===== src/rtl/order_stage_control.sv =====
// order_stage_control: main-control stage sequencer for the order decoders.
// Alternates order fetch (stage 1) and execution (stage 2) on minor-cycle
// boundaries. It holds f13..f15 of the current order in a dual-rail tank,
// strobes o_dy_2 while the decoders are valid, and paces execution length.
module order_stage_control #(
  parameter int LONG_MC = 8,  // minor cycles of stage 2 for multiply/shift (>=2)
  parameter int CNT_W   = 5   // execution counter width, 2**CNT_W > LONG_MC
) (
  input  logic       clk,
  input  logic       rst,
  input  logic       mc_pulse,
  input  logic       run,
  input  logic       single_step,
  input  logic       store_ack,
  input  logic [2:0] order_in,
  input  logic       is_long,
  input  logic       is_stop,
  output logic       store_req,
  output logic       sct_inc,
  output logic       f13_pos,
  output logic       f13_neg,
  output logic       f14_pos,
  output logic       f14_neg,
  output logic       f15_pos,
  output logic       f15_neg,
  output logic       o_dy_2,
  output logic       stage1,
  output logic       stage2,
  output logic       halted
);

  typedef enum logic [2:0] {
    S_HALT,
    S_FETCH_REQ,
    S_FETCH_WAIT,
    S_DECODE,
    S_EXEC
  } state_t;

  localparam logic [CNT_W-1:0] CNT_LONG = CNT_W'(LONG_MC - 1);
  localparam logic [CNT_W-1:0] CNT_ONE  = CNT_W'(1);

  state_t           state_q;
  logic [CNT_W-1:0] cnt_q;       // remaining minor cycles of EXEC after the current one
  logic [2:0]       tank_q;      // {f15, f14, f13} of the order being executed
  logic             step_pend_q; // a single-step order is in flight or waiting to start
  logic             dec_done_q;  // decoder verdict already taken in this DECODE visit

  logic exec_last;

  // Final minor cycle of an order: EXEC sees an mc_pulse with nothing left to count.
  assign exec_last = (state_q == S_EXEC) && mc_pulse && (cnt_q == '0);

  // State sequencing, decoder sampling, execution pacing and order tank.
  // NOTE: every register here uses non-blocking assignment so all of them
  // update together from the same pre-edge values; a blocking assignment
  // would let later statements see the new value and skew the sequence.
  // NOTE: the tank is reset along with the control state because the dual-rail
  // outputs must be valid (neg = 1) while reset is held.
  always_ff @(posedge clk or posedge rst) begin
    if (rst) begin
      state_q     <= S_HALT;
      cnt_q       <= '0;
      tank_q      <= '0;
      step_pend_q <= 1'b0;
      dec_done_q  <= 1'b0;
    end else begin
      case (state_q)
        S_HALT: begin
          if (mc_pulse && (run || step_pend_q || single_step)) begin
            state_q     <= S_FETCH_REQ;
            step_pend_q <= step_pend_q | single_step;
          end else if (single_step) begin
            step_pend_q <= 1'b1;
          end
        end

        S_FETCH_REQ: state_q <= S_FETCH_WAIT;

        S_FETCH_WAIT: begin
          if (store_ack) begin
            tank_q     <= order_in;
            dec_done_q <= 1'b0;
            state_q    <= S_DECODE;
          end
        end

        S_DECODE: begin
          if (!dec_done_q) begin
            // Decoders have had one clk to settle on the new tank contents.
            if (is_stop) begin
              state_q     <= S_HALT;
              step_pend_q <= 1'b0;
            end else begin
              cnt_q      <= is_long ? CNT_LONG : '0;
              dec_done_q <= 1'b1;
            end
          end else if (mc_pulse) begin
            state_q <= S_EXEC;
          end
        end

        S_EXEC: begin
          if (exec_last) begin
            if (run && !step_pend_q) begin
              state_q <= S_FETCH_REQ;
            end else begin
              state_q     <= S_HALT;
              step_pend_q <= 1'b0;
            end
          end else if (mc_pulse) begin
            cnt_q <= cnt_q - CNT_ONE;
          end
        end

        default: state_q <= S_HALT;
      endcase
    end
  end

  // Level outputs decode directly from the state register.
  assign store_req = (state_q == S_FETCH_REQ) || (state_q == S_FETCH_WAIT);
  assign stage1    = store_req || (state_q == S_DECODE);
  assign stage2    = (state_q == S_EXEC);
  assign o_dy_2    = (state_q == S_DECODE) || (state_q == S_EXEC);
  assign halted    = (state_q == S_HALT);

  // sct_inc coincides with the final mc_pulse rather than trailing it by a clk.
  assign sct_inc   = exec_last;

  assign f13_pos = tank_q[0];
  assign f13_neg = ~tank_q[0];
  assign f14_pos = tank_q[1];
  assign f14_neg = ~tank_q[1];
  assign f15_pos = tank_q[2];
  assign f15_neg = ~tank_q[2];

endmodule


===== config.mk =====
export PLATFORM = sky130hd
export DESIGN_NAME = order_stage_control
export DESIGN_NICKNAME = d
export VERILOG_FILES = /design/src/rtl/order_stage_control.sv
export SDC_FILE = /design/constraint.sdc
export NUM_CORES = 1
export LEC_CHECK = 0
export CAP_MARGIN = 20
export CORE_MARGIN = 1.5
export CORE_UTILIZATION = 43
export CTS_CLUSTER_SIZE = 28
export DETAILED_ROUTE_END_ITERATION = 12
export PLACE_DENSITY = 0.72
export SLEW_MARGIN = 20
export SYNTH_ARGS = -nofsm -noshare
export SYNTH_HDL_FRONTEND = slang
export SYNTH_SLANG_ARGS = --single-unit

===== constraint.sdc =====
create_clock -name clk -period 1.9 [get_ports clk]
set_input_delay 0.57 -clock clk [delete_from_list [all_inputs] [get_ports clk]]
set_output_delay 0.57 -clock clk [all_outputs]
set_load 0.02 [all_outputs]

* Word-level counts from Yosys, hierarchy flattened
Cells that the tools add are included.
** Storage, ports and cells
- Bits in registers :: 13
- Bits of input ports :: 11
- Word-level logic and storage cells :: 71
** Cells by class
- Add/subtract/negate cells :: 1
- Eq/ne operators :: 16
- Mux-type cells :: 25
- Bitwise logic cells :: 4
- Reduce and logical (&&, ||, !) cells :: 20
** Operators by type and width (number)
- 3-bit two-way mux :: 7
- 5-bit two-way mux :: 4
- 2-bit != test, second input constant :: 8
- 3-bit case mux with 5 select lines :: 1
- 1-bit two-way mux :: 10
- 5-bit case mux with 2 select lines :: 1
- 5-bit AND reduction :: 2
- 3-bit by 2-bit equality test with 1-bit output, second input constant :: 2
- 3-bit != test, second input constant :: 2
- 6-bit AND reduction :: 1
- 5-bit logical NOT :: 1
- 1-bit logical OR :: 5
- 5-bit by 1-bit subtractor with 5-bit output, second input constant :: 1
- 1-bit logical AND :: 4
- 2-bit AND reduction :: 2
- 2-bit nonzero test :: 2
- 3-bit by 1-bit equality test with 1-bit output, second input constant :: 1
- 3-bit equality test, second input constant :: 1
- 3-bit logical NOT :: 1
- 3-bit by 2-bit != test with 1-bit output, second input constant :: 1
- 1-bit inverter :: 3
- 1-bit case mux with 3 select lines :: 1
- 3-bit nonzero test :: 1
- 2-bit by 1-bit != test with 1-bit output, second input constant :: 1
- 3 further kinds :: 3

* Longest topological paths before layout
- Depth after elaboration :: 5
- Gate-level depth with buffers :: 6
- Gate-level depth less buffers :: 6

* Worst setup path before layout
No wires, ideal clock.
- Path kind :: register to output
- Start :: register cnt_q[0]
- End :: output sct_inc
- Arrival :: 1360 ps
- Required time :: 1330 ps
- Path slack :: -30 ps
- Stages on the path, launching flop included :: 6
- Path buffers :: 0
- Cells stage by stage :: dfrtp_1 -> inv_1 -> ha_1 -> nor4b_4 -> nand2_1 -> nor2_1
** Between the ends
- Cells in the longest elaborated chain, start to end :: 2
** Ends and longest elaborated chain
- start, declared :: line 44 : logic [CNT_W-1:0] cnt_q;
- start signal, assigned :: line 95 : cnt_q <= is_long ? CNT_LONG : '0;
- start signal, assigned :: line 112 : cnt_q <= cnt_q - CNT_ONE;
- 5-bit logical NOT :: line 52 : assign exec_last = (state_q == S_EXEC) && mc_pulse && (cnt_q == '0);
- 1-bit logical AND :: line 52
- end, declared :: line 19 : output logic sct_inc,
No other way between the ends.

* Worst setup path after layout
Same ends and word-level chain as after synthesis.

==> metrics.yaml <==
vias: 872
cp_max_fo: 2
grt_max_degree: 14
relSlewSlack_pct: 67.0
finalNetCount: 159
synth_ff_type: "dfrtp_1"
post_drt_wl_per_cell_um: 12.7
antennaDiodeCount: 0
cts_buffers: 3
period_minus_slack_ps: 2040
peakVddDrop_mv: 0.939
rows: 16
yosysSeqAreaShare_pct: 37.4
die_h_um: 48
design.core.area_um2: 1940
violations: "setup timing"
setup_viol: 3
synth_top_area_share_pct: 37.4
fin_skew_ps: 6.65
stdcell_count: 173
max_freq_mhz: 489
synth_cell_types: 41
final_cell_mix: "buf_4, dfrtp_1, clkdlybuf4s50_1, nand2_1"
io_pins: 23
synth_edf_count: 0
synth_area_leaders: "dfrtp_1, nand2_1, inv_1, o21ai_0, nand3b_1"
ant_nets: 0
cts_tree: "done"
grt-busiest-layer: "met2"
hpwl_mm: 1.54
synth.yosys.warnings: 0
fin_util_pct: 71.9
syn_avg_cell_area_um2: 9.26
initial_utilization_pct: 44.8
path_class: "reg -> out"
cts_root_buf: "clkbuf_4"
synthCells: 94
io_buffers: 22
required_ps: 1330
clock_sinks: 13
worst_slew_pin_slew_ps: 495
grt_overflow: 0
finalHoldViolCount: 0
final_max_slew_viol_count: 0
powerDensity_nw_per_um2: 1580
use_met2_pct: 35.5
ctsHtreeMaxLevel: 1
antenna_found_initial: 0
ys_async_sr_fraction_pct: 100
crit_arrival_ps: 1470
yosys_register_bits: 13
synth_largest_area_cell: "dfrtp_1"
clock_latency_ps: 280
netlist_area_um2: 871
end_kind: "primary output"
first_pass_iters: 4
grt_use_met1_pct: 26.6
p_leak_nw: 0.637
gr-usage-all-layers_pct: 21.5
nFillCells: 145
avgViaCountPerCell: 5.04
drv_cap: 0
die-area_um2: 2300
cts.path.max_buffers: 2
area_growth_pct: 60.3
crit_path_start_kind: "register"
status: "finished, violations left"
drtIter0Drc: 17
finalCritPeriodShare_pct: 108
layout_commonest_cell: "buf_4"
grt_pass1_wl_mm: 3.33
met3_usage_pct: 7.17
placed_cells: 160
place_congestion: 0.833
finalWirelength_mm: 2.19
fin_ws_ps: -145
rsz0062_at_grt: "yes"
grt_pass1_vias: 752
synth_fp_nets: 106
path_clk_slew_ps: 80
worstHoldPathType: "reg -> reg"
drive_gt1_share_pct: 39.0
post-route-drc-count: 0
die_w_um: 48
through the flow:
stage | hold WS, ps | setup TNS (ps) | power [mW] | area [um2] | setup WS (ps)
floorplan | 447 | 0 | 1.27 | 873 | 33.8
global placement | 547 | -1630 | 1.83 | 1260 | -499
detailed placement | 552 | -1780 | 1.87 | 1260 | -506
CTS | 567 | -153 | 2.04 | 1320 | -144
global route | 589 | -487 | 2.36 | 1400 | -228
finish | 564 | -191 | 2.21 | 1400 | -145
state kept, by name, summed over array words and instances (netlist names):
register,cells
cnt_q,5
state_q,3
tank_q,3
dec_done_q,1
step_pend_q,1
path summary, 6_finish.rpt:
kind	startpoint	endpoint	slack, ps	cells after the start
hold reg to reg	cnt_q[4]$_DFFE_PP0P_	cnt_q[4]$_DFFE_PP0P_	560	1
setup reg to reg	cnt_q[0]$_DFFE_PP0P_	state_q[0]$_DFFE_PP0P_	90	10
max in group asynchronous	rst	state_q[0]$_DFFE_PP0P_	960	2
hold / removal	cnt_q[4]$_DFFE_PP0P_	cnt_q[4]$_DFFE_PP0P_	560	1
min in group asynchronous	rst	cnt_q[1]$_DFFE_PP0P_	600	2
setup / recovery	cnt_q[0]$_DFFE_PP0P_	sct_inc	-140	6
synthesized netlist by cell type (2+ instances only):
library cell / instances
nand3b_1: 4
nor2_1: 6
nand4bb_1: 2
nor3_1: 2
nand3_1: 2
o21a_1: 2
dfrtp_1: 13
buf_2: 2
a21oi_1: 4
inv_1: 9
nand2_1: 11
a21oi_2: 2
o31ai_1: 2
o21ai_0: 6
layer usage:
metal | wire length (um) | share of wire, % | vias to the layer above
met2 | 1090 | 50 | 17
met4 | 36 | 1.6 | 0
met5 | 0 | 0 | -
li1 | - | - | 441
met1 | 981 | 45 | 410
met3 | 80 | 3.7 | 4
power by group:
group          switching (mW)  internal [mW]  total [mW]
combinational           0.705          0.823        1.53
sequential              0.105          0.400       0.505
clock                  0.0908         0.0815       0.172
total                   0.901           1.30        2.21
repair_timing:
item / 4_1_cts / 5_1_grt
hold buffers: 0 / 0
gates cloned: 0 / 0
pin swaps: 5 / 6
buffers inserted: 5 / 5
resized for setup: 39 / 13
setup endpoints to repair: 9 / 7
worst max-delay path, cell delays in order, from the launching register on:
cell,delay [ps]
dfrtp_1,380
inv_1,60
ha_2,170
nor4b_4,240
nand2_2,120
nor2_2,100
buf_6,120
layout make-up:
class	instances	area (um2)	share of cell area, %
repair buffers	52	469	33.6
multi-input cells	67	504	36.1
clock buffers	4	26.3	1.88
inverters	10	37.5	2.69
flip-flops and latches	13	325	23.3
well taps	27	33.8	2.42
cell families (layout without fill, tap and decap cells):
group	count (synthesis)	in the layout	share of synthesized area, %
AO/OA/AOI/OAI	28	28	25.0
buffers and inverters	14	66	7.61
XOR/XNOR	1	1	1.01
adder cells (fa/ha/maj)	1	1	1.44
multiplexers	1	1	1.15
flip-flops	13	13	37.4
AND/OR/NAND/NOR	36	36	26.4
Power figures use the tool's default switching activity.
